**src/rtl/if_fetch_stage_if.sv**
```systemverilog
// Instruction-memory bus between the fetch stage (master) and a synchronous-read memory (slave).
interface if_fetch_stage_if;
    logic [6:0]  imem_addr;
    logic [31:0] imem_rdata;

    modport master (output imem_addr, input imem_rdata);
    modport slave  (input imem_addr, output imem_rdata);
endinterface

```
**src/rtl/if_fetch_stage.sv**
```systemverilog
// Instruction-fetch stage: 7-bit PC, next-PC selection from decode redirects,
// FILL/RUN/HALT control and a saturating fetch counter.
module if_fetch_stage #(
    parameter logic [6:0]  RESET_PC  = 7'd0,
    parameter logic [31:0] HALT_WORD = 32'hFFFF_FFFF,
    parameter int          CNT_W     = 16
) (
    input  logic                 clk,
    input  logic                 rst_n,
    input  logic                 StallF,
    input  logic [1:0]           PCSrcD,
    input  logic [6:0]           PCBranchD,
    input  logic [6:0]           PCJumpD,
    input  logic [6:0]           PCJrD,
    if_fetch_stage_if.master     imem,
    output logic [31:0]          ins,
    output logic [6:0]           PC_plus1F,
    output logic                 insValidF,
    output logic                 halted,
    output logic [CNT_W-1:0]     fetch_cnt
);

    typedef enum logic [1:0] {
        S_FILL = 2'd0,
        S_RUN  = 2'd1,
        S_HALT = 2'd2
    } state_t;

    state_t             state_q, state_d;
    logic [6:0]         pc_q, pc_d;
    logic [CNT_W-1:0]   fetch_cnt_q, fetch_cnt_d;
    logic               halt_word;
    logic               advance;

    // The only rdata-to-address path: the HALT decision in RUN.
    assign halt_word = (imem.imem_rdata == HALT_WORD);
    assign PC_plus1F = pc_q + 7'd1;
    assign imem.imem_addr = pc_d;
    assign fetch_cnt = fetch_cnt_q;

    always_ff @(posedge clk or negedge rst_n) begin
        if (!rst_n) begin
            state_q     <= S_FILL;
            pc_q        <= RESET_PC;
            fetch_cnt_q <= '0;
        end else begin
            state_q     <= state_d;
            pc_q        <= pc_d;
            fetch_cnt_q <= fetch_cnt_d;
        end
    end

    always_comb begin
        state_d = state_q;
        pc_d    = pc_q;
        advance = 1'b0;
        unique case (state_q)
            S_FILL: state_d = S_RUN;
            S_RUN: begin
                if (!StallF) begin
                    advance = 1'b1;
                    unique case (PCSrcD)
                        2'b00: begin
                            if (halt_word) begin
                                state_d = S_HALT;
                                advance = 1'b0;
                            end else begin
                                pc_d = PC_plus1F;
                            end
                        end
                        2'b01: pc_d = PCBranchD;
                        2'b10: pc_d = PCJumpD;
                        2'b11: pc_d = PCJrD;
                    endcase
                end
            end
            S_HALT: state_d = S_HALT;
            default: state_d = S_FILL;
        endcase
        fetch_cnt_d = fetch_cnt_q;
        if (advance && (fetch_cnt_q != {CNT_W{1'b1}})) begin
            fetch_cnt_d = fetch_cnt_q + CNT_W'(1);
        end
    end

    always_comb begin
        ins       = 32'd0;
        insValidF = 1'b0;
        halted    = 1'b0;
        unique case (state_q)
            S_RUN: begin
                insValidF = 1'b1;
                ins       = halt_word ? 32'd0 : imem.imem_rdata;
            end
            S_HALT: halted = 1'b1;
            default: ;
        endcase
    end

endmodule

```
**src/flat_wrapper.sv**
```systemverilog
// flat-port wrapper written by rule: the top's interface ports become plain ports
module if_fetch_stage_flat 
#(
    parameter logic [6:0]  RESET_PC  = 7'd0,
    parameter logic [31:0] HALT_WORD = 32'hFFFF_FFFF,
    parameter int          CNT_W     = 16
)
  (clk, rst_n, StallF, PCSrcD, PCBranchD, PCJumpD, PCJrD, ins, PC_plus1F, insValidF, halted, fetch_cnt, imem_imem_addr, imem_imem_rdata);
  if_fetch_stage_if imem_i ();
  input  logic clk;
  input  logic rst_n;
  input  logic StallF;
  input  logic [1:0] PCSrcD;
  input  logic [6:0] PCBranchD;
  input  logic [6:0] PCJumpD;
  input  logic [6:0] PCJrD;
  output logic [31:0] ins;
  output logic [6:0] PC_plus1F;
  output logic insValidF;
  output logic halted;
  output logic [CNT_W-1:0] fetch_cnt;
  output wire logic [$bits(imem_i.imem_addr)-1:0] imem_imem_addr;
  input wire logic [$bits(imem_i.imem_rdata)-1:0] imem_imem_rdata;
  assign imem_imem_addr = imem_i.imem_addr;
  assign imem_i.imem_rdata = imem_imem_rdata;
  if_fetch_stage #(.RESET_PC(RESET_PC), .HALT_WORD(HALT_WORD), .CNT_W(CNT_W)) u_core (.clk(clk), .rst_n(rst_n), .StallF(StallF), .PCSrcD(PCSrcD), .PCBranchD(PCBranchD), .PCJumpD(PCJumpD), .PCJrD(PCJrD), .imem(imem_i), .ins(ins), .PC_plus1F(PC_plus1F), .insValidF(insValidF), .halted(halted), .fetch_cnt(fetch_cnt));
endmodule
```
**config.mk**
```make
export PLATFORM = sky130hd
export DESIGN_NAME = if_fetch_stage_flat
export DESIGN_NICKNAME = d
export VERILOG_FILES = /design/src/rtl/if_fetch_stage_if.sv /design/src/rtl/if_fetch_stage.sv /design/src/flat_wrapper.sv
export SDC_FILE = /design/constraint.sdc
export NUM_CORES = 1
export LEC_CHECK = 0
export CAP_MARGIN = 10
export CORE_MARGIN = 2
export CORE_UTILIZATION = 40
export CTS_CLUSTER_SIZE = 28
export DETAILED_ROUTE_END_ITERATION = 10
export PLACE_DENSITY = 0.87
export SETUP_SLACK_MARGIN = 0.15
export SYNTH_ARGS = -nofsm -noshare
export SYNTH_HDL_FRONTEND = slang
export SYNTH_SLANG_ARGS = --single-unit
```
**constraint.sdc**
```tcl
create_clock -name clk -period 5.1 [get_ports clk]
set_input_delay 0.765 -clock clk [delete_from_list [all_inputs] [get_ports clk]]
set_output_delay 0.765 -clock clk [all_outputs]
set_load 0.02 [all_outputs]
```
==> results of run 1 <==
==> stage by stage <==
stage / util / hold slack (ns) / cell area [um2]
global placement: 0.678 / 0.497 / 3140
CTS: 0.688 / 0.511 / 3180
finish: 0.688 / 0.516 / 3180
global route: 0.688 / 0.538 / 3180
detailed placement: 0.678 / 0.496 / 3140
floorplan: - / 0.469 / 1890
==> synth_stat cells (3+ instances only) <==
| master | instances | area share |
|---|---|---|
| o21ai_0 | 3 | 0.0079 |
| and3_1 | 37 | 0.12 |
| nand2_1 | 11 | 0.022 |
| nand4_1 | 16 | 0.053 |
| a21oi_1 | 8 | 0.021 |
| a22oi_1 | 3 | 0.012 |
| dfrtp_1 | 25 | 0.33 |
| inv_1 | 4 | 0.0079 |
| nor2b_1 | 3 | 0.0099 |
| o2bb2ai_1 | 3 | 0.014 |
| nand3_1 | 15 | 0.040 |
| nor2_1 | 7 | 0.014 |
| clkbuf_1 | 11 | 0.022 |
| buf_2 | 4 | 0.011 |
| ha_1 | 5 | 0.033 |
| mux2i_1 | 4 | 0.021 |
| xnor2_1 | 17 | 0.079 |
| a31oi_1 | 4 | 0.013 |
| nor3_1 | 3 | 0.0079 |
| mux2_2 | 5 | 0.030 |
==> power groups by stage <==
stage | clock (W) | combinational (W) | sequential, W
6_report | 0.000117 | 0.000375 | 0.000285
3_3_place_gp | 0 | 0.000370 | 0.000285
3_5_place_dp | 0 | 0.000376 | 0.000288
4_1_cts | 0.000119 | 0.000377 | 0.000284
5_1_grt | 0.000127 | 0.000403 | 0.000290
2_1_floorplan | 0 | 0.000160 | 0.000303
==> how the worst max path moves through the flow <==
stage | start | to | slack, ns
finish | imem_imem_rdata[25] | imem_imem_addr[0] | 0.83
CTS | imem_imem_rdata[25] | imem_imem_addr[0] | 0.86
global placement | imem_imem_rdata[26] | imem_imem_addr[6] | 0.90
global route | imem_imem_rdata[30] | imem_imem_addr[5] | 0.68
detailed placement | imem_imem_rdata[25] | imem_imem_addr[0] | 0.86
floorplan | imem_imem_rdata[15] | imem_imem_addr[1] | 2.27
==> placed cells by master (no fill, tap or decap), types with 4 or more instances in the layout <==
master / instances
clkdlybuf4s50_1: 121
nand3_1: 15
nand2_1: 11
nand4_1: 16
mux2_2: 5
a21oi_1: 8
xnor2_1: 17
inv_1: 4
a31oi_1: 4
ha_1: 5
dfrtp_1: 25
and3_1: 37
mux2i_1: 4
nor2_1: 7
buf_4: 4
==> cell families after synthesis <==
family,synth area share
and+or+nand+nor,0.321
AOI/OAI and AO/OA,0.124
DFF,0.331
buffers and inverters,0.0404
xor gates and xnor gates,0.0834
muxes,0.0668
adders and majority gates,0.0331
==> per-layer routing <==
metal / GRT usage / up-vias / share of wire
li1: - / 1017 / -
met1: 0.276 / 968 / 0.39
met2: 0.395 / 81 / 0.51
met3: 0.0511 / 12 / 0.071
met4: 0.0597 / 0 / 0.020
met5: 0 / - / 0
==> cell type report <==
class                   count  area share
clock buffers               4      0.0142
inverters                   4     0.00472
multi-input cells         167       0.373
flip-flops and latches     25       0.197
well taps                  54      0.0212
repair buffers            125       0.390
==> worst reg2reg max path, stage by stage, from the launching register on <==
cell and delay, ns:
dfrtp_1 0.43, ha_1 0.21, nand2_1 0.11, nor4_2 0.37, nand4_1 0.48, nand2_1 0.28, mux2_2 0.35
==> sequential cells by signal, summed over array words and instances (netlist names) <==
name and flops:
u_core.pc_q 7, u_core.state_q 2, u_core.fetch_cnt 16
==> run_results.csv, run 1 <==
group,metric,value,unit
timing,maxSlewViolCount,0,
final_layout,area_growth,68.4,%
final_layout,multi_input_area,0.00119,mm2
pwr,switching_power,0.000286,W
pwr,power_frac_seq,0.366,
global_route,grt_pass1_vias,2052,
clocking,cts_tree,"yes",
critical_path,rr_worst_depth,6,
synthesis,avgSynthCellArea,8.96,um2
timing,setup_violations,0,
synthesis,synthesis.instances,211,
critical_path,cp_num_buf_inv,2,
critical_path,cp_num_cells,7,
clocking,htree_levels,1,
floorplanning,design.core.area,0.00463,mm2
final_layout,final_nets,389,
global_route,grt_max_degree,43,
synthesis,ys_async_sr_fraction,1.00,
floorplanning,die_h,72.8,um
pwr,p_leak,1.32,nW
synthesis,synth_edf_count,0,
place,dp.cells,375,
final_layout,layout.cells.non_filler,379,
critical_path,worstSetupEndpointType,"output pin",
place,post-place-ws,0.857,ns
synthesis,synth_seq_area_share,0.331,
timing,clock_skew,0.00406,ns
route,via_per_inst,5.48,
hold_path,min_from,"u_core.fetch_cnt[6]$_DFFE_PN0P_",
pwr,internal_power,0.000491,W
pwr,ir_worst_vdd,0.161,mV
clocking,postCtsHoldBufs,0,
synthesis,syn_nets,274,
clocking,post_cts_buffers,0,
pwr,switching_share,0.368,
synthesis,ys_ff_latch,25,
clocking,cts_resized,0,
clocking,numCtsBuffers,3,
route,drt_iter0_markers,172,
floorplanning,num_rows,25,
hold_path,hold_class,"flip-flop to flip-flop",
timing,fmax,234,MHz
run,drv_cap,0,
critical_path,arrival,3.50,ns
critical_path,regToRegEndpoint,"u_core.fetch_cnt[1]$_DFFE_PN0P_",
final_layout,nFillCells,374,
floorplanning,die_area,0.00529,mm2
global_route,grt_first_pass_wirelength,9.51,mm
synthesis,synthFlopType,"dfrtp_1",
hold_path,holdPathEnd,"u_core.fetch_cnt[6]$_DFFE_PN0P_",
route,wl,5.87,mm
critical_path,critPathTopFamily,"simple AND/OR/NAND/NOR gates",
critical_path,critical_path.max_stage_delay,0.57,ns
route,drc_errors,0,
timing,maxSlewHeadroom,0.265,
clocking,root_buffer,"clkbuf_8",
final_layout,final-seq-area,626,um2
synthesis,yosys_warnings,0,
final_layout,drive_gt1_frac,0.0646,
critical_path,required,4.34,ns
critical_path,start_kind,"primary input",
run_status,status,"finished clean",
timing,hold_viol_final,0,
synthesis,ys_types,39,
timing,period_needed,4.27,ns
critical_path,r2r_slack,2.77,ns
clocking,clk_latency,0.27,ns
timing,worst_pin_slew,1.10,ns
critical_path,critical_path.max_fanout,42,
pwr,power_frac_comb,0.483,
pwr,power_density,244,mW/mm2
pwr,power.total,0.000777,W
timing,finalSetupTns,0,ns
timing,fin_crit_sh,0.837,
route,vias,2078,
critical_path,critPathKind,"primary input to output pin",
floorplanning,start_util,0.408,
global_route,overflow,0,
critical_path,crit_path_top_delay_cell,"clkdlybuf4s50_1",
place,port_buffers,121,
route,final_antenna_net_count,0,
timing,rsz0062_at_grt,"false",
clocking,cts.clk_slew.worst_paths,0.09,ns
floorplanning,ios,122,
synthesis,synth_area,0.00189,mm2
route,dr.pass1.iters,4,
clocking,clock-sinks,25,
hold_path,min_path_cells,1,
global_route,antenna_found_initial,0,
place,dp_hpwl,4.64,mm
pwr,clockPowerShare,0.151,
global_route,grt_use_total,0.225,
timing,setup_ws,0.831,ns
clocking,clockBufferDepth,2,
critical_path,crit_chain,"clkdlybuf4s50_1 > nand4_1 > nor4_4 > nand2_2 > and2_1 > a311o_1 > clkdlybuf4s50_1",
route,wl_per_cell,15.5,um
final_layout,insertedDiodeCount,0,
place,gp_congestion,0.890,
critical_path,rr_startpoint,"u_core.fetch_cnt[0]$_DFFE_PN0P_",
floorplanning,die_x,72.8,um
critical_path,path_common_cell,"clkdlybuf4s50_1",
No activity file was read; power rests on OpenSTA's default activity.
==> run 2, diff against run 1 <==
--- a/config.mk
+++ b/config.mk
@@ -7,10 +7,10 @@
 export LEC_CHECK = 0
 export CAP_MARGIN = 10
 export CORE_MARGIN = 2
-export CORE_UTILIZATION = 40
+export CORE_UTILIZATION = 33
 export CTS_CLUSTER_SIZE = 28
 export DETAILED_ROUTE_END_ITERATION = 10
-export PLACE_DENSITY = 0.87
+export PLACE_DENSITY = 0.77
 export SETUP_SLACK_MARGIN = 0.15
 export SYNTH_ARGS = -nofsm -noshare
 export SYNTH_HDL_FRONTEND = slang
==> constraint.sdc (replaced) <==
create_clock -name clk -period 3.7 [get_ports clk]
set_input_delay 0.555 -clock clk [delete_from_list [all_inputs] [get_ports clk]]
set_output_delay 0.555 -clock clk [all_outputs]
set_load 0.02 [all_outputs]
==> run_results.csv, run 2 (synthesis results as in run 1) <==
group,metric,value,unit
run_status,status,"finished clean",
timing,worst_pin_slew,0.630,ns
final_layout,insertedDiodeCount,0,
run,drv_cap,0,
timing,hold_viol_final,0,
floorplanning,die_area,0.00635,mm2
route,dr.pass1.iters,4,
final_layout,layout.cells.non_filler,400,
route,wl_per_cell,14.2,um
clocking,postCtsHoldBufs,0,
pwr,ir_worst_vdd,0.162,mV
critical_path,worstSetupEndpointType,"output pin",
floorplanning,design.core.area,0.00551,mm2
floorplanning,start_util,0.343,
final_layout,nFillCells,493,
global_route,grt_use_total,0.177,
hold_path,min_path_cells,1,
route,vias,2064,
timing,rsz0062_at_grt,"false",
global_route,antenna_found_initial,0,
final_layout,area_growth,71.5,%
final_layout,layout_common_cells,"118 x clkdlybuf4s50_1, 37 x and3_1, 25 x dfrtp_1, 17 x xnor2_1, 16 x nand4_1",
timing,maxSlewHeadroom,0.578,
floorplanning,die_h,79.7,um
critical_path,critical_path.max_fanout,8,
timing,fin_crit_sh,0.920,
place,dp.cells,395,
route,via_per_inst,5.16,
critical_path,required,3.14,ns
clocking,clock-sinks,25,
timing,fin_hold_ws,0.513,ns
timing,finalSetupTns,0,ns
timing,period_needed,3.40,ns
timing,maxSlewViolCount,0,
global_route,grt_pass1_vias,2012,
place,gp_congestion,0.768,
place,port_buffers,121,
timing,clock_skew,0.00181,ns
pwr,p_leak,1.37,nW
global_route,overflow,0,
floorplanning,ios,122,
clocking,cts.clk_slew.worst_paths,0.08,ns
final_layout,final-seq-area,626,um2
floorplanning,die_x,79.7,um
timing,setup_violations,0,
route,drc_errors,0,
clocking,root_buffer,"clkbuf_8",
floorplanning,num_rows,27,
route,final_antenna_net_count,0,
final_layout,multi_input_area,0.00119,mm2
place,dp_hpwl,4.62,mm
global_route,grt_max_degree,36,
critical_path,start_kind,"primary input",
final_layout,largest_reg_flops,16,
final_layout,drive_gt1_frac,0.0732,
final_layout,final_nets,392,
global_route,grt_first_pass_wirelength,9.11,mm
clocking,htree_levels,1,
critical_path,critPathKind,"primary input to output pin",
critical_path,arrival,2.85,ns
clocking,cts_tree,"yes",
final_layout,layout_commonest_cell,"clkdlybuf4s50_1",
clocking,clk_latency,0.26,ns
clocking,post_cts_buffers,0,
timing,fmax,294,MHz
clocking,cts_resized,0,
route,drt_iter0_markers,103,
route,wl,5.69,mm
critical_path,rr_worst_depth,7,
pwr,power_density,328,mW/mm2
clocking,clockBufferDepth,2,
hold_path,hold_class,"flip-flop to flip-flop",
clocking,numCtsBuffers,3,
==> run 2: critical path, cell delays in order <==
cell and delay, ns:
clkdlybuf4s50_1 0.49, nand4_1 0.14, nor4_4 0.36, nand2_2 0.17, and2_1 0.20, a311o_1 0.37, clkdlybuf4s50_1 0.55
==> run 2: cell type report <==
class / instances / area share
clock buffers: 4 / 0.0139
inverters: 4 / 0.00463
multi-input cells: 167 / 0.367
flip-flops and latches: 25 / 0.193
well taps: 72 / 0.0278
repair buffers: 128 / 0.394
==> run 2: where the power goes <==
part	switching, W	leakage [nW]	internal, W
clock network	0.0000803	0.0228	0.0000768
logic	0.000238	1.02	0.000279
registers	0.0000678	0.319	0.000322
==> run 2: through the flow <==
stage          instance area (um2)  worst slack, ns  power (W)   util
6_report                      3240            0.297    0.00106  0.589
5_1_grt                       3240            0.173    0.00113  0.589
4_1_cts                       3220            0.233    0.00107  0.585
3_5_place_dp                  3180            0.244   0.000913  0.577
3_3_place_gp                  3180            0.265   0.000908  0.577
2_1_floorplan                 1890             1.29   0.000638      -
==> run 2: worst paths after layout <==
check,slack (ns),end,startpoint
max in group asynchronous,2.52,u_core.pc_q[0]$_DFF_PN0_,rst_n
max reg2reg,1.68,u_core.fetch_cnt[12]$_DFFE_PN0P_,u_core.state_q[1]$_DFFE_PN0P_
min reg2reg,0.51,u_core.fetch_cnt[6]$_DFFE_PN0P_,u_core.fetch_cnt[6]$_DFFE_PN0P_
min,0.51,u_core.fetch_cnt[6]$_DFFE_PN0P_,u_core.fetch_cnt[6]$_DFFE_PN0P_
max,0.30,imem_imem_addr[0],imem_imem_rdata[25]
min in group asynchronous,0.68,u_core.fetch_cnt[14]$_DFFE_PN0P_,rst_n
==> run 2: per-layer routing <==
layer | global-route usage | share of wire | vias to the layer above
met5 | 0 | 0 | -
met4 | 0.0310 | 0.0074 | 0
met3 | 0.0509 | 0.075 | 4
met2 | 0.323 | 0.51 | 77
met1 | 0.208 | 0.41 | 955
li1 | - | - | 1028
